===== config.mk =====
export PLATFORM = sky130hd
export DESIGN_NAME = exp_request_gen
export DESIGN_NICKNAME = d
export VERILOG_FILES = /design/src/rtl/exp_request_gen_pkg.sv /design/src/rtl/exp_request_gen_btn_debounce.sv /design/src/rtl/exp_request_gen.sv
export SDC_FILE = /design/constraint.sdc
export NUM_CORES = 1
export LEC_CHECK = 0
export ABC_AREA = 1
export CORE_MARGIN = 4
export CORE_UTILIZATION = 45
export DETAILED_ROUTE_END_ITERATION = 8
export SLEW_MARGIN = 30
export SYNTH_ARGS = -nofsm -noshare
export SYNTH_HDL_FRONTEND = slang
export SYNTH_SLANG_ARGS = --single-unit

===== constraint.sdc =====
create_clock -name clk -period 2.7 [get_ports clk]
set_input_delay 0.54 -clock clk [delete_from_list [all_inputs] [get_ports clk]]
set_output_delay 0.54 -clock clk [all_outputs]
set_load 0.02 [all_outputs]

===== src/rtl/exp_request_gen_pkg.sv =====
// rtl/exp_request_gen_pkg.sv - shared types and constants for exp_request_gen
// Purpose: FSM state encoding, source count, debounce defaults and small
//          bit-vector helpers used by the exception request generator.
// Ports:   none (package).
package exp_request_gen_pkg;

   typedef enum logic [1:0] {
      IDLE = 2'd0,
      REQ  = 2'd1,
      SERV = 2'd2
   } state_t;

   localparam int NUM_SRC      = 3;
   localparam int DEF_DB_LIMIT = 1000000;
   localparam int DEF_DB_W     = 20;

   // Index of the lowest set bit; source 0 has the highest priority.
   function automatic logic [1:0] lowest_set(input logic [NUM_SRC-1:0] v);
      lowest_set = 2'd0;
      for (int i = NUM_SRC - 1; i >= 0; i--) begin
         if (v[i]) lowest_set = 2'(i);
      end
   endfunction

   function automatic logic [1:0] count_ones(input logic [NUM_SRC-1:0] v);
      count_ones = {1'b0, v[0]} + {1'b0, v[1]} + {1'b0, v[2]};
   endfunction

endpackage


===== src/rtl/exp_request_gen_btn_debounce.sv =====
// rtl/exp_request_gen_btn_debounce.sv - one-bit synchroniser, debouncer and rising-edge detector
// Purpose: brings one raw button into the clock domain, filters it so that only
//          a level held for DB_LIMIT consecutive samples is accepted, and emits a
//          registered one-cycle pulse when the accepted level goes high.
// Ports:
//   clk  - system clock
//   rst  - synchronous active-low reset
//   btn  - raw asynchronous button
//   rise - one-cycle pulse on a debounced 0->1 transition
module btn_debounce
   import exp_request_gen_pkg::*;
#(
   parameter int DB_LIMIT = DEF_DB_LIMIT,
   parameter int DB_W     = DEF_DB_W
) (
   input  logic clk,
   input  logic rst,
   input  logic btn,
   output logic rise
);

   localparam logic [DB_W-1:0] LIMIT_M1 = DB_W'(DB_LIMIT - 1);

   logic            sync1;
   logic            sync2;
   logic            stable;
   logic            stable_d;
   logic [DB_W-1:0] cnt;

   always_ff @(posedge clk) begin
      if (!rst) begin
         sync1    <= 1'b0;
         sync2    <= 1'b0;
         stable   <= 1'b0;
         stable_d <= 1'b0;
         cnt      <= '0;
         rise     <= 1'b0;
      end else begin
         sync1    <= btn;
         sync2    <= sync1;
         stable_d <= stable;
         // Registered edge: adds one cycle between the stable flip and the pulse.
         rise     <= stable & ~stable_d;
         if (sync2 == stable) begin
            cnt <= '0;
         end else if (cnt == LIMIT_M1) begin
            // DB_LIMIT-th consecutive disagreeing sample: accept the new level.
            stable <= sync2;
            cnt    <= '0;
         end else begin
            cnt <= cnt + 1'b1;
         end
      end
   end

endmodule


===== src/rtl/exp_request_gen.sv =====
// rtl/exp_request_gen.sv - button-driven exception request generator for the CPU exception inputs
// Purpose: debounces three buttons, latches their rising edges as pending
//          requests, presents one request at a time to the CPU in fixed
//          priority order and retires it through the CP0 handshake.
// Ports:
//   clk        - system clock
//   rst        - synchronous active-low reset
//   btn[2:0]   - raw buttons, bit i is source i
//   hasExp     - CP0 exception-accepted pulse
//   isEret     - CP0 ERET-executed pulse
//   expSrc0..2 - held request to the CPU, source 0 highest priority
//   pending    - latched edges not yet accepted
//   busy       - high while a request is presented or being serviced
//   drop_count - saturating count of edges coalesced into an existing pending bit
module exp_request_gen
   import exp_request_gen_pkg::*;
#(
   parameter int DB_LIMIT = DEF_DB_LIMIT,
   parameter int DB_W     = DEF_DB_W
) (
   input  logic       clk,
   input  logic       rst,
   input  logic [2:0] btn,
   input  logic       hasExp,
   input  logic       isEret,
   output logic       expSrc0,
   output logic       expSrc1,
   output logic       expSrc2,
   output logic [2:0] pending,
   output logic       busy,
   output logic [7:0] drop_count
);

   logic [NUM_SRC-1:0] rise;
   logic [NUM_SRC-1:0] clr;
   logic [NUM_SRC-1:0] drops;
   logic [NUM_SRC-1:0] req;
   logic [1:0]         sel;
   logic [1:0]         first_idx;
   logic [1:0]         ndrop;
   logic [8:0]         drop_sum;
   state_t             state;

   genvar g;
   generate
      for (g = 0; g < NUM_SRC; g++) begin : g_db
         btn_debounce #(
            .DB_LIMIT (DB_LIMIT),
            .DB_W     (DB_W)
         ) u_db (
            .clk  (clk),
            .rst  (rst),
            .btn  (btn[g]),
            .rise (rise[g])
         );
      end
   endgenerate

   // clr only fires in the cycle the CPU accepts the presented channel.
   always_comb begin
      clr = '0;
      if (state == REQ && hasExp) clr[sel] = 1'b1;
   end

   // An edge arriving while the same channel is still pending (and not being
   // accepted this cycle) carries no new information and is counted as dropped.
   assign drops     = rise & pending & ~clr;
   assign ndrop     = count_ones(drops);
   assign drop_sum  = {1'b0, drop_count} + {7'd0, ndrop};
   assign first_idx = lowest_set(pending);

   always_ff @(posedge clk) begin
      if (!rst) begin
         pending    <= '0;
         drop_count <= '0;
         state      <= IDLE;
         sel        <= 2'd0;
         req        <= '0;
      end else begin
         pending    <= rise | (pending & ~clr);
         drop_count <= drop_sum[8] ? 8'hFF : drop_sum[7:0];

         case (state)
            IDLE: begin
               if (|pending) begin
                  sel   <= first_idx;
                  req   <= 3'b001 << first_idx;
                  state <= REQ;
               end
            end
            REQ: begin
               // hasExp wins over a coincident isEret.
               if (hasExp) begin
                  req   <= '0;
                  state <= SERV;
               end
            end
            SERV: begin
               if (isEret) state <= IDLE;
            end
            default: begin
               req   <= '0;
               state <= IDLE;
            end
         endcase
      end
   end

   assign expSrc0 = req[0];
   assign expSrc1 = req[1];
   assign expSrc2 = req[2];
   assign busy    = (state != IDLE);

endmodule


Word-level counts from Yosys, hierarchy flattened --
Index checks and enable logic that the tools add are counted.
Cells by class: shifts and indexed selects 1, order comparisons 2, muxes and demuxes 14, equal/unequal tests 11, bitwise logic cells 16, reductions and logical operators 14, $add $sub $neg 6
Operators with widths (count):
- 20-bit by 1-bit adder with 20-bit output, second input constant | 3
- 20-bit equality test, second input constant | 3
- 2-bit two-way mux | 6
- 3-bit OR reduction | 4
- 8-bit by 2-bit adder with 9-bit output | 1
- 3-bit bitwise AND | 3
- 3-bit two-way mux | 3
- 3-bit one-hot mux with 3 select lines | 1
- 8-bit two-way mux | 1
- 1-bit NOT | 8
- 2-bit AND reduction | 4
- 2-bit inequality test, second input constant | 3
- 2-bit one-hot mux with 3 select lines | 1
- 3-bit AND reduction | 2
- 1-bit bitwise AND | 3
- 1-bit equality test | 3
- 2-bit by 3-bit < comparator with 1-bit output, second input constant | 1
- 3-bit NOT | 1
- 3-bit OR | 1
- 1-bit by 2-bit left shift with 3-bit output, first input constant | 1
- 1-bit by 1-bit adder with 2-bit output | 1
- 2-bit by 1-bit adder with 2-bit output | 1
- 1-bit demux with 2-bit select | 1
- 2-bit by 1-bit equality test with 1-bit output, second input constant | 1
- other kinds (6) | 7
Word-level totals: bits of input ports 7, output and inout bits 15, bits in registers 93, word-level logic and storage cells 87

Depth between registers and ports, before layout --
depth in word-level cells 11, depth in mapped cells 15, depth with buffers taken out 15

Modules after synthesis --
Synthesis repeated with hierarchy kept, for this count alone.
Unflattened totals: cells, all modules 625, area total of the unflattened synthesis 4550.6 µm²
By module, submodules not included:
- btn_debounce | area each 1222.4 µm², cells an instance 167, times used 3
- exp_request_gen | area each 883.3 µm², cells an instance 124, times used 1

Least setup slack after synthesis --
OpenSTA, ideal clock, no wires.
kind input to register, start input hasExp, end register drop_count[3], arrival time 2.659 ns, library setup time 0.056 ns, stages on the path 14, setup slack -0.016 ns, cells stage by stage inv_1 nor3_1 nand3_1 nand3_1 fa_1 inv_1 ha_1 fa_1 nand2_1 nor3_1 nand3_1 o21ai_0 nand2_1 inv_1
Between the ends: longest elaborated chain between the ends 8
Ends and longest elaborated chain:
- start: declaration | RTL line exp_request_gen.sv:24 | input logic hasExp,
- 1-bit logical AND (*) | RTL line exp_request_gen.sv:62 | if (state == REQ && hasExp) clr[sel] = 1'b1;
- 3-bit two-way mux (*) | RTL line exp_request_gen.sv:62
- 3-bit NOT (*) | RTL line exp_request_gen.sv:67 | assign drops = rise & pending & ~clr;
- 3-bit bitwise AND (*) | RTL line exp_request_gen.sv:67
- 1-bit by 1-bit adder with 2-bit output | RTL line exp_request_gen_pkg.sv:26 | count_ones = {1'b0, v[0]} + {1'b0, v[1]} + {1'b0, v[2]};
- 2-bit by 1-bit adder with 2-bit output (*) | RTL line exp_request_gen_pkg.sv:26
- 8-bit by 2-bit adder with 9-bit output (*) | RTL line exp_request_gen.sv:69 | assign drop_sum = {1'b0, drop_count} + {7'd0, ndrop};
- 8-bit two-way mux (*) | RTL line exp_request_gen.sv:81 | drop_count <= drop_sum[8] ? 8'hFF : drop_sum[7:0];
- end signal: assignment | RTL line exp_request_gen.sv:81
- end: declaration | RTL line exp_request_gen.sv:31 | output logic [7:0] drop_count
Mark *: on every way between the ends. The rest lies on a longest branch, timed or not. A chain may end at the register's enable or synchronous reset.

Worst setup path after layout --
start register state[1], end register drop_count[6]
Between the ends: longest elaborated chain between the ends 9
Ends and longest elaborated chain:
- start: declaration | RTL line exp_request_gen.sv:42 | state_t state;
- start signal: assignment | RTL line exp_request_gen.sv:76 | state <= IDLE;
- start signal: assignment | RTL line exp_request_gen.sv:88 | state <= REQ;
- start signal: assignment | RTL line exp_request_gen.sv:95 | state <= SERV;
- 2-bit by 1-bit equality test with 1-bit output (*) | RTL line exp_request_gen.sv:62
- 1-bit logical AND (*) | RTL line exp_request_gen.sv:62
- 3-bit two-way mux (*) | RTL line exp_request_gen.sv:62
- 3-bit NOT (*) | RTL line exp_request_gen.sv:67
- 3-bit bitwise AND (*) | RTL line exp_request_gen.sv:67
- 1-bit by 1-bit adder with 2-bit output | RTL line exp_request_gen_pkg.sv:26
- 2-bit by 1-bit adder with 2-bit output (*) | RTL line exp_request_gen_pkg.sv:26
- 8-bit by 2-bit adder with 9-bit output (*) | RTL line exp_request_gen.sv:69
- 8-bit two-way mux (*) | RTL line exp_request_gen.sv:81
Marked as above.

==> results.ini <==
[clocking]
numCtsBuffers=9
clk_latency_ns=0.36
ctsHoldBuffers=0
clock_path_buffers=2
clk_root_buffer_cell=clkbuf_8
htree_num_levels=3
cts_sinks=93
path_clk_slew_ns=0.08
cts_tree=built

[synthesis]
synth_fa_ha_area_share_pct=2.33
synth-simple-area-share_pct=35.5
synth_top_family_by_area=simple AND/OR/NAND/NOR gates
yosys-mux-area-fraction_pct=0
synthCells=639
synthFlopType=dfxtp_1
synth-seq-cells=93
synth_async_sr_flop_share_pct=0
syn_area_per_cell_um2=6.88
synth_nets=653
synth_compound_area_share_pct=6.15
synth.distinct_cells=30
synth_edf_count=0
ys_seq_area_share_pct=42.3
synth_area_mm2=0.00440
synth_xor_area_share_pct=5.78
yosys_warnings=0

[sta]
skew_ns=0.00547
relSlewSlack_pct=53.3
final_max_slew_viol_count=0
post-route-period-util_pct=92.6
tns_ns=0
worst_slew_pin_slew_ns=0.699
finalSetupViolations=0
period_minus_slack_ns=2.50
fin_hold_ws_ns=0.386
rsz0062_at_grt=no
hold_violations=0
max_freq_mhz=400

[final_layout]
antenna_cells=0
nets=686
post-route-util_pct=54.3
syn2layout_area_growth_pct=15.7
layout_common_cells=nand2_1, nor2_1, dfxtp_1, inv_1, nand3_1
num-fill-cells=962
stdcell_count=806
drive_above_1_share_pct=7.24
final_common_cell=nand2_1

[placement]
port_buffers=21
place_inst=789
place.gp.congestion=0.839
hpwl_um=6240

[job]
cap_violations=0

[pwr]
total_power_uw=2460
p_leak_uw=0.00183
power.density_mw_per_mm2=483
vdd_drop_max_v=0.000306

[route]
wl_per_cell_um=10.7
drc=0
wl_um=8660
vias=3837
final_antenna_net_count=0
drt-initial-drc-count=96
firstDrtPassIters=4
viasPerCell=4.76

[die]
die_h_um=107
initial_core_util_pct=46.9
die_x_um=107
ios=22
rows=35
die_area_mm2=0.0114
core_area_mm2=0.00937

[grt]
antenna_found_initial=0
gr-usage-all-layers_pct=16.0
overflow=0
grt_pass1_vias=3551
grt_pass1_wl_um=15300
grt_max_degree=21

[setup_path]
cp.arrival_ns=2.79
worst_setup_path_start_kind=flip-flop
required_ns=2.99
r2r_slack_ns=0.20
end_kind=flip-flop
cp_max_fo=4
worstSetupPathType=reg -> reg

[status]
status=finished, final reports clean

[hold_path]
hold_path.class=reg -> reg

==> worst paths after layout <==
check                                                      start                      endpoint  cells after the start
worst max-delay path                       state[1]$_SDFFE_PN0P_      drop_count[6]$_SDFF_PN0_                     12
worst min-delay path            g_db[1].u_db.stable_d$_SDFF_PN0_  g_db[1].u_db.rise$_SDFF_PN0_                      1
worst max register to register             state[1]$_SDFFE_PN0P_      drop_count[6]$_SDFF_PN0_                     12
worst min register to register  g_db[1].u_db.stable_d$_SDFF_PN0_  g_db[1].u_db.rise$_SDFF_PN0_                      1
==> Yosys cell counts (2+ instances only) <==
cell,count,share of area [%]
a21oi_1,30,3.4
nor2_2,4,0.57
buf_2,3,0.34
or2_0,4,0.57
nor3_1,7,0.80
dfxtp_1,93,42
nand2_1,155,13
o21bai_1,3,0.51
nand3_2,5,1.1
nand4_1,13,1.8
xnor2_1,11,2.2
inv_1,81,6.9
o21ai_0,12,1.4
xor2_1,18,3.6
buf_6,2,0.51
fa_1,2,0.91
nand3_1,38,4.3
clkbuf_1,2,0.17
nand3b_1,2,0.34
ha_1,5,1.4
nor2_1,140,12
==> power by group <==
group	switching [uW]	leakage (uW)	internal, uW
Sequential	3.11	0.000750	1380
Combinational	21.8	0.000962	14.5
Clock	474	0.000116	570
==> registers in the layout, summed over array words and instances, names as in the netlist <==
register            flops
state                   2
pending                 3
g_db.u_db.cnt          60
g_db.u_db.sync2         3
g_db.u_db.stable_d      3
g_db.u_db.sync1         3
g_db.u_db.rise          3
sel                     2
drop_count              8
g_db.u_db.stable        3
req                     3
==> routing by layer <==
| metal | up-vias | global-route usage [%] | wire [um] |
|---|---|---|---|
| li1 | 2056 | - | - |
| met1 | 1721 | 20.6 | 4240 |
| met2 | 56 | 26.7 | 4050 |
| met3 | 4 | 4.27 | 323 |
| met4 | 0 | 3.93 | 49 |
| met5 | - | 0 | 0 |
==> metrics by stage <==
| step | cell area [um^2] | setup WS, ns |
|---|---|---|
| global route | 5090 | 0.0176 |
| global placement | 4780 | -0.502 |
| finish | 5090 | 0.200 |
| CTS | 5020 | 0.0173 |
| detailed placement | 4780 | -0.568 |
| floorplan | 4400 | 0.0947 |
==> worst max-delay path: stages, from the launching register on <==
cell	delay, ns
dfxtp_1	0.36
nor3_4	0.28
nand3_2	0.13
nand3_2	0.09
fa_1	0.41
inv_1	0.07
ha_2	0.19
fa_2	0.22
nand2_2	0.08
nor3_4	0.25
buf_4	0.15
o21ai_0	0.06
a31oi_1	0.13
==> area by class of cell <==
class	instances	area, um^2	area share (%)
clock buffers	12	155	3.05
clock inverters	4	70.1	1.38
inverters	81	304	5.97
multi-input cells	458	2260	44.5
flip-flops and latches	93	1860	36.6
well taps	129	161	3.17
repair buffers	29	273	5.36
==> what timing repair did <==
item | CTS | global route
pin swaps | 2 | 8
setup buffers | 0 | 1
resized for setup | 3 | 15
setup endpoints to repair | 8 | 8
==> logic make-up after synthesis <==
logic type               after synthesis
AND/OR/NAND/NOR                      373
XOR/XNOR                              29
adder cells (fa/ha/maj)                7
AO/OA/AOI/OAI                         49
buffers and inverters                 88
flip-flops                            93
Power figures use the tool's default switching activity.
